## config.mk

```make
export PLATFORM = sky130hd
export DESIGN_NAME = fp_mul_seq_param
export DESIGN_NICKNAME = d
export VERILOG_FILES = /design/src/rtl/fp_mul_seq_param.sv
export SDC_FILE = /design/constraint.sdc
export NUM_CORES = 1
export LEC_CHECK = 0
export ABC_AREA = 0
export CORE_UTILIZATION = 29
export CTS_CLUSTER_SIZE = 14
export DETAILED_ROUTE_END_ITERATION = 12
export GPL_TIMING_DRIVEN = 1
export PLACE_DENSITY_LB_ADDON = 0.08
export SYNTH_ARGS = -nofsm -noshare
export SYNTH_HDL_FRONTEND = slang
export SYNTH_SLANG_ARGS = --single-unit
```

## constraint.sdc

```tcl
create_clock -name clk -period 4.4 [get_ports clk]
set_input_delay 0.66 -clock clk [delete_from_list [all_inputs] [get_ports clk]]
set_output_delay 0.66 -clock clk [all_outputs]
set_load 0.01 [all_outputs]
```

## src/rtl/fp_mul_seq_param.sv

```systemverilog
// Parametrised sequential floating-point multiplier with a one-bit-per-cycle shift-add core.
// The result is rounded to nearest even, special operands are handled, and busy/doneMul form the handshake.
module fp_mul_seq_param #(
  parameter int EXP_W = 8,
  parameter int MAN_W = 23
) (
  input  logic                   clk,
  input  logic                   rst,
  input  logic                   startMul,
  input  logic [EXP_W+MAN_W:0]   A,
  input  logic [EXP_W+MAN_W:0]   B,
  output logic [EXP_W+MAN_W:0]   result,
  output logic                   doneMul,
  output logic                   busy,
  output logic                   overflow,
  output logic                   underflow,
  output logic                   invalid
);

  localparam int W     = 1 + EXP_W + MAN_W;
  localparam int SIG_W = MAN_W + 1;
  localparam int PW    = 2 * SIG_W;
  localparam int XW    = EXP_W + 2;
  localparam int CNT_W = $clog2(SIG_W + 1);
  localparam int BIAS  = 2**(EXP_W-1) - 1;

  localparam logic signed [XW-1:0] BIAS_X = XW'(BIAS);
  localparam logic signed [XW-1:0] EMAX_X = XW'((1 << EXP_W) - 1);
  localparam logic [W-1:0]         QNAN   = {1'b0, {EXP_W{1'b1}}, 1'b1, {(MAN_W-1){1'b0}}};

  typedef enum logic [2:0] {IDLE, MUL, NORM, ROUND, DONE} state_t;

  state_t                  state_q;
  logic                    sign_q;
  logic [EXP_W-1:0]        ea_q, eb_q;
  logic [SIG_W-1:0]        ma_q;
  logic [PW-1:0]           prod_q;
  logic [CNT_W-1:0]        cnt_q;
  logic                    nan_q, inf_q, zero_q;
  logic signed [XW-1:0]    exp_q;
  logic [MAN_W-1:0]        man_q;
  logic                    grd_q, rnd_q, stk_q;
  logic [W-1:0]            result_q;
  logic                    done_q, busy_q, ovf_q, unf_q, inv_q;

  // operand classification
  logic [EXP_W-1:0] a_exp, b_exp;
  logic [MAN_W-1:0] a_man, b_man;
  logic             a_zero, b_zero, a_nan, b_nan, a_inf, b_inf;
  logic [SIG_W-1:0] sig_a, sig_b;

  assign a_exp  = A[W-2 -: EXP_W];
  assign b_exp  = B[W-2 -: EXP_W];
  assign a_man  = A[MAN_W-1:0];
  assign b_man  = B[MAN_W-1:0];
  assign a_zero = (a_exp == '0);
  assign b_zero = (b_exp == '0);
  assign a_nan  = (a_exp == '1) &&  (|a_man);
  assign b_nan  = (b_exp == '1) &&  (|b_man);
  assign a_inf  = (a_exp == '1) && !(|a_man);
  assign b_inf  = (b_exp == '1) && !(|b_man);
  assign sig_a  = a_zero ? '0 : {1'b1, a_man};
  assign sig_b  = b_zero ? '0 : {1'b1, b_man};

  // Multiplier lives in the low half of prod_q and is consumed LSB-first as the sum shifts in.
  logic [SIG_W:0]  step_sum;
  logic [PW-1:0]   step_prod;
  assign step_sum  = {1'b0, prod_q[PW-1:SIG_W]} + (prod_q[0] ? {1'b0, ma_q} : '0);
  assign step_prod = {step_sum, prod_q[SIG_W-1:1]};

  // Left-justify instead of right-shifting so no product bit is lost before sticky is formed.
  logic [PW-2:0]        norm;
  logic signed [XW-1:0] exp_sum;
  assign norm    = prod_q[PW-1] ? prod_q[PW-2:0] : {prod_q[PW-3:0], 1'b0};
  assign exp_sum = {2'b00, ea_q} + {2'b00, eb_q} - BIAS_X + {{(XW-1){1'b0}}, prod_q[PW-1]};

  logic                 rnd_inc;
  logic [MAN_W:0]       man_rnd;
  logic signed [XW-1:0] exp_rnd;
  assign rnd_inc = grd_q & (rnd_q | stk_q | man_q[0]);
  assign man_rnd = {1'b0, man_q} + {{MAN_W{1'b0}}, rnd_inc};
  assign exp_rnd = exp_q + {{(XW-1){1'b0}}, man_rnd[MAN_W]};

  logic [W-1:0] pk_res;
  logic         pk_ovf, pk_unf, pk_inv;

  always_comb begin
    pk_res = {sign_q, exp_rnd[EXP_W-1:0], man_rnd[MAN_W-1:0]};
    pk_ovf = 1'b0;
    pk_unf = 1'b0;
    pk_inv = 1'b0;
    if (nan_q) begin
      pk_res = QNAN;
      pk_inv = 1'b1;
    end else if (inf_q) begin
      pk_res = {sign_q, {EXP_W{1'b1}}, {MAN_W{1'b0}}};
    end else if (zero_q) begin
      pk_res = {sign_q, {(W-1){1'b0}}};
    end else if (exp_rnd >= EMAX_X) begin
      pk_res = {sign_q, {EXP_W{1'b1}}, {MAN_W{1'b0}}};
      pk_ovf = 1'b1;
    end else if (exp_rnd[XW-1] || (exp_rnd == '0)) begin
      pk_res = {sign_q, {(W-1){1'b0}}};
      pk_unf = 1'b1;
    end
  end

  always_ff @(posedge clk or negedge rst) begin
    if (!rst) begin
      state_q  <= IDLE;
      sign_q   <= 1'b0;
      ea_q     <= '0;
      eb_q     <= '0;
      ma_q     <= '0;
      prod_q   <= '0;
      cnt_q    <= '0;
      nan_q    <= 1'b0;
      inf_q    <= 1'b0;
      zero_q   <= 1'b0;
      exp_q    <= '0;
      man_q    <= '0;
      grd_q    <= 1'b0;
      rnd_q    <= 1'b0;
      stk_q    <= 1'b0;
      result_q <= '0;
      done_q   <= 1'b0;
      busy_q   <= 1'b0;
      ovf_q    <= 1'b0;
      unf_q    <= 1'b0;
      inv_q    <= 1'b0;
    end else begin
      done_q <= 1'b0;
      case (state_q)
        IDLE: begin
          if (startMul) begin
            sign_q  <= A[W-1] ^ B[W-1];
            ea_q    <= a_exp;
            eb_q    <= b_exp;
            ma_q    <= sig_a;
            prod_q  <= {{SIG_W{1'b0}}, sig_b};
            cnt_q   <= '0;
            nan_q   <= a_nan | b_nan | (a_inf & b_zero) | (b_inf & a_zero);
            inf_q   <= a_inf | b_inf;
            zero_q  <= a_zero | b_zero;
            busy_q  <= 1'b1;
            state_q <= MUL;
          end
        end
        MUL: begin
          prod_q <= step_prod;
          cnt_q  <= cnt_q + CNT_W'(1);
          if (cnt_q == CNT_W'(SIG_W - 1)) state_q <= NORM;
        end
        NORM: begin
          exp_q   <= exp_sum;
          man_q   <= norm[PW-2 -: MAN_W];
          grd_q   <= norm[MAN_W];
          rnd_q   <= norm[MAN_W-1];
          stk_q   <= |norm[MAN_W-2:0];
          state_q <= ROUND;
        end
        ROUND: begin
          result_q <= pk_res;
          ovf_q    <= pk_ovf;
          unf_q    <= pk_unf;
          inv_q    <= pk_inv;
          done_q   <= 1'b1;
          state_q  <= DONE;
        end
        DONE: begin
          busy_q  <= 1'b0;
          state_q <= IDLE;
        end
        default: state_q <= IDLE;
      endcase
    end
  end

  assign result    = result_q;
  assign doneMul   = done_q;
  assign busy      = busy_q;
  assign overflow  = ovf_q;
  assign underflow = unf_q;
  assign invalid   = inv_q;

endmodule

```

==> metrics.txt <==
# TYPE chip_impl_metric gauge
chip_impl_metric{name="layout_cell_share_with_drive_strength_beyond_1",unit="%"} 6.38
chip_impl_metric{name="nets",unit=""} 1181
chip_impl_metric{name="hold-worst-slack",unit="ns"} 0.280
chip_impl_metric{name="fin_tns_setup",unit="ns"} 0
chip_impl_metric{name="clkLatencyLatePin",unit="ns"} 0.44
chip_impl_metric{name="wirelength",unit="um"} 23800
chip_impl_metric{name="die_height",unit="um"} 182
chip_impl_info{name="layout.cells.most_common_list",value="173 x sky130_fd_sc_hd__dfrtp_1, 143 x sky130_fd_sc_hd__nand2_1, 102 x sky130_fd_sc_hd__clkdlybuf4s50_1, 94 x sky130_fd_sc_hd__o21ai_0"} 1
chip_impl_metric{name="gr-total-overflow",unit=""} 0
chip_impl_metric{name="final-max-slew-violation-count",unit=""} 0
chip_impl_metric{name="drtAntennaViolNets",unit=""} 0
chip_impl_metric{name="postLayoutCoreUtil",unit="%"} 36.0
chip_impl_info{name="outcome",value="completed"} 1
chip_impl_info{name="buffer_type_at_the_clock_tree_root",value="sky130_fd_sc_hd__clkbuf_16"} 1
chip_impl_metric{name="final-setup-viol-count",unit=""} 0
chip_impl_info{name="ys_top_cells_by_area",value="sky130_fd_sc_hd__dfrtp_1 46%, sky130_fd_sc_hd__ha_1 5.9%, sky130_fd_sc_hd__nand2_1 5.7%"} 1
chip_impl_metric{name="antenna-diode-count",unit=""} 0
chip_impl_info{name="layout.cells.most_common",value="sky130_fd_sc_hd__dfrtp_1"} 1
chip_impl_metric{name="critical_path_required",unit="ns"} 4.74
chip_impl_metric{name="timing.critical_path.fanout_max",unit=""} 20
chip_impl_metric{name="multi_input_area",unit="um2"} 4660
chip_impl_info{name="worstPathCellList",value="and2_1 -> nand3_1 -> nor2_1 -> and3_1 -> and3_1 -> and3_1 -> ha_1 -> ha_1 -> nand3_1 -> xnor2_1 -> and3b_1 -> a311oi_1 -> nor3_2 -> nor2_2 -> nand2_1 -> buf_4 -> o21ai_0"} 1
chip_impl_metric{name="cts.path.max_buffers",unit=""} 2
chip_impl_metric{name="drc",unit=""} 0
chip_impl_metric{name="via_count_of_the_first_global_routing_pass",unit=""} 7370
chip_impl_metric{name="syn-mean-instance-area",unit="um2"} 9.54
chip_impl_metric{name="cts_setup_buffers",unit=""} 0
chip_impl_metric{name="timing.final.hold_violations",unit=""} 0
chip_impl_metric{name="async_reset_ff_share",unit="%"} 100
chip_impl_metric{name="syn-instance-count",unit=""} 982
chip_impl_metric{name="core_region_area",unit="um2"} 31600
chip_impl_metric{name="number_of_antenna_violations_at_the_first_check_in_global_routing",unit=""} 0
chip_impl_metric{name="synth_sequential_area_ratio",unit="%"} 46.2
chip_impl_metric{name="pwr_density_cell",unit="nW/um2"} 654
chip_impl_info{name="slowest_stage",value="sky130_fd_sc_hd__dfrtp_1"} 1
chip_impl_metric{name="netlist_area",unit="um2"} 9370
chip_impl_metric{name="post-route-worst-setup-slack",unit="ns"} 0.465
chip_impl_metric{name="fin_crit",unit="ns"} 3.94
chip_impl_metric{name="via_count",unit=""} 7240
chip_impl_metric{name="critPathMaxStageDelay",unit="ns"} 0.37
chip_impl_metric{name="synth_top_area_share",unit="%"} 46.2
chip_impl_metric{name="clk_pin_slew_worst_paths",unit="ns"} 0.08
chip_impl_metric{name="fin_skew",unit="ns"} 0.0203
chip_impl_metric{name="worst_pin_slew",unit="ns"} 1.07
chip_impl_metric{name="max-slew-margin-rel",unit="%"} 28.4
chip_impl_metric{name="cp.arrival",unit="ns"} 4.28
chip_impl_info{name="ys_dominant_reg_cell",value="sky130_fd_sc_hd__dfrtp_1"} 1
chip_impl_metric{name="cts_repair_resize_count",unit=""} 0
chip_impl_metric{name="grt_usage",unit="%"} 15.1
chip_impl_metric{name="yosys_register_bits",unit=""} 173
chip_impl_metric{name="achievable-frequency",unit="MHz"} 254
chip_impl_metric{name="switching_power",unit="mW"} 3.00
chip_impl_metric{name="final_cells",unit=""} 1483
chip_impl_info{name="clock_tree_from_tritoncts",value="yes"} 1
chip_impl_metric{name="fill_cells",unit=""} 3235
chip_impl_metric{name="cts_hold_buf",unit=""} 0
chip_impl_metric{name="post_drt_via_cell_ratio",unit=""} 4.88
chip_impl_metric{name="power_switching_share",unit="%"} 40.3
chip_impl_info{name="worstSetupEndpointType",value="register"} 1
chip_impl_metric{name="power_frac_clock",unit="%"} 20.5
chip_impl_info{name="critical_path_class",value="register to register"} 1
chip_impl_metric{name="synth.lib_cells_used.distinct",unit=""} 75
chip_impl_metric{name="initialDrtViolationCount",unit=""} 474
chip_impl_metric{name="cts.htree.levels",unit=""} 4
chip_impl_metric{name="irDropWorstVdd",unit="mV"} 0.272
chip_impl_info{name="worstHoldPathType",value="primary input to async pin"} 1
chip_impl_metric{name="p_leak",unit="nW"} 4.98
chip_impl_metric{name="combinationalPowerShare",unit="%"} 43.5
chip_impl_metric{name="preCtsSetupSlack",unit="ns"} 0.355
chip_impl_metric{name="seq_area",unit="um2"} 4330
chip_impl_metric{name="cts_buffers",unit=""} 17
chip_impl_metric{name="cts.sinks",unit=""} 173
chip_impl_metric{name="io_pins",unit=""} 104
chip_impl_info{name="biggest_area_consumer_among_synthesized_cells",value="sky130_fd_sc_hd__dfrtp_1"} 1
chip_impl_metric{name="first_pass_grt_wire_length",unit="um"} 39700
chip_impl_metric{name="chipWidth",unit="um"} 182
chip_impl_info{name="critPathMostFrequentCell",value="sky130_fd_sc_hd__and3_1"} 1
chip_impl_metric{name="internal",unit="mW"} 4.45
chip_impl_metric{name="number_of_enable_type_register_cells_in_the_synthesized_netlist",unit=""} 0
chip_impl_metric{name="synth.yosys.warnings",unit=""} 0
chip_impl_metric{name="grt_max_degree",unit=""} 95
chip_impl_info{name="rsz_0062_raised_after_global_routing",value="false"} 1
chip_impl_metric{name="port-buffer-count",unit=""} 103
chip_impl_metric{name="mappedNetlistNets",unit=""} 1095
chip_impl_metric{name="die_area",unit="um2"} 33000
chip_impl_metric{name="wl_per_cell",unit="um"} 16.1
chip_impl_metric{name="starting_density",unit="%"} 29.6
chip_impl_metric{name="maxCapViolations",unit=""} 0
chip_impl_metric{name="first_pass_iters",unit=""} 6
chip_impl_info{name="critical_path.startpoint_type",value="register"} 1
chip_impl_metric{name="place_inst",unit=""} 1451
chip_impl_metric{name="num_rows",unit=""} 65
chip_impl_metric{name="layout_worst_path_cycle_share",unit="%"} 89.4
chip_impl_metric{name="hpwl",unit="um"} 17400
chip_impl_metric{name="power.share.sequential",unit="%"} 36.1
chip_impl_metric{name="syn_to_final_growth",unit="%"} 21.5
chip_impl_metric{name="gpl.final_weighted_congestion",unit=""} 0.779
-- path summary, 6_finish.rpt --
kind                           from         end  slack [ns]  depth (start not counted)
setup reg to reg              grd_q  result[11]        0.46                         17
max in group asynchronous       rst   result[7]        3.11                          2
hold reg to reg            ma_q[23]    ma_q[23]        0.47                          1
setup / recovery              grd_q  result[11]        0.46                         17
min in group clk           ma_q[23]    ma_q[23]        0.47                          1
hold / removal                  rst  prod_q[14]        0.28                          1
-- synth_stat cells (all sizes together), types with 2 or more instances --
master / n
a211oi: 4
a21boi: 3
a21o: 11
a21oi: 29
a221o: 2
a221oi: 2
a222oi: 23
a22o: 27
a311oi: 4
a32o: 2
a41oi: 2
and2: 29
and3: 16
and4: 3
buf: 11
clkbuf: 39
dfrtp: 173
fa: 2
ha: 44
inv: 44
mux2i: 25
nand2: 143
nand2b: 3
nand3: 42
nand3b: 3
nand4: 14
nand4b: 3
nor2: 44
nor2b: 3
nor3: 13
nor4: 15
o211ai: 2
o21a: 6
o21ai: 101
o21bai: 5
o31ai: 8
or2: 5
or3: 3
or4: 3
or4b: 2
xnor2: 23
xor2: 29
-- through the flow --
stage               power [mW]  area, um2
finish                    7.45      11400
global route              8.11      11400
CTS                       7.56      11400
detailed placement        6.00      10800
global placement          5.98      10800
floorplan                 5.01       9370
-- kinds of logic after synthesis --
| kind of cell | share of synthesized area [%] |
|---|---|
| AOI/OAI and AO/OA | 17.8 |
| DFF | 46.2 |
| xor gates and xnor gates | 4.86 |
| muxes | 2.67 |
| adders and majority gates | 6.30 |
| and+or+nand+nor | 18.0 |
| buffers and inverters | 4.19 |
-- power groups by stage --
stage	combinational [mW]	sequential (mW)	clock, mW
floorplan	2.48	2.53	0
global placement	3.27	2.71	0
detailed placement	3.28	2.72	0
CTS	3.29	2.69	1.58
global route	3.70	2.78	1.63
finish	3.24	2.69	1.52
-- final cells by class --
cell class,instances,area share [%]
Clock buffer,17,3.73
Clock inverter,15,1.35
Inverter,44,1.45
Multi-Input combinational cell,714,40.9
Sequential cell,173,38.0
Tap cell,402,4.42
Timing Repair Buffer,118,10.2
-- layer usage --
| layer | track usage [%] | wire length, um | up-vias |
|---|---|---|---|
| met2 | 22.3 | 10000 | 125 |
| li1 | - | - | 3713 |
| met5 | 0 | 0 | - |
| met4 | 3.66 | 167 | 0 |
| met1 | 22.8 | 13000 | 3391 |
| met3 | 2.31 | 650 | 11 |
-- state kept, by name, summed over array words and instances, names as in the netlist, 3 cells and up --
signal,count
man_q,23
ea_q,8
state_q,3
result,32
cnt_q,5
exp_q,10
eb_q,8
prod_q,48
ma_q,24
-- worst max-delay path, delay by kind of cell, from the launching register on --
family	cells	cell delay, ns
flops	1	0.37
buf+inv	1	0.20
compound gates	2	0.53
fa+ha+maj	2	0.55
xor+xnor	1	0.25
simple gates	11	1.93
Power figures use the tool's default switching activity.
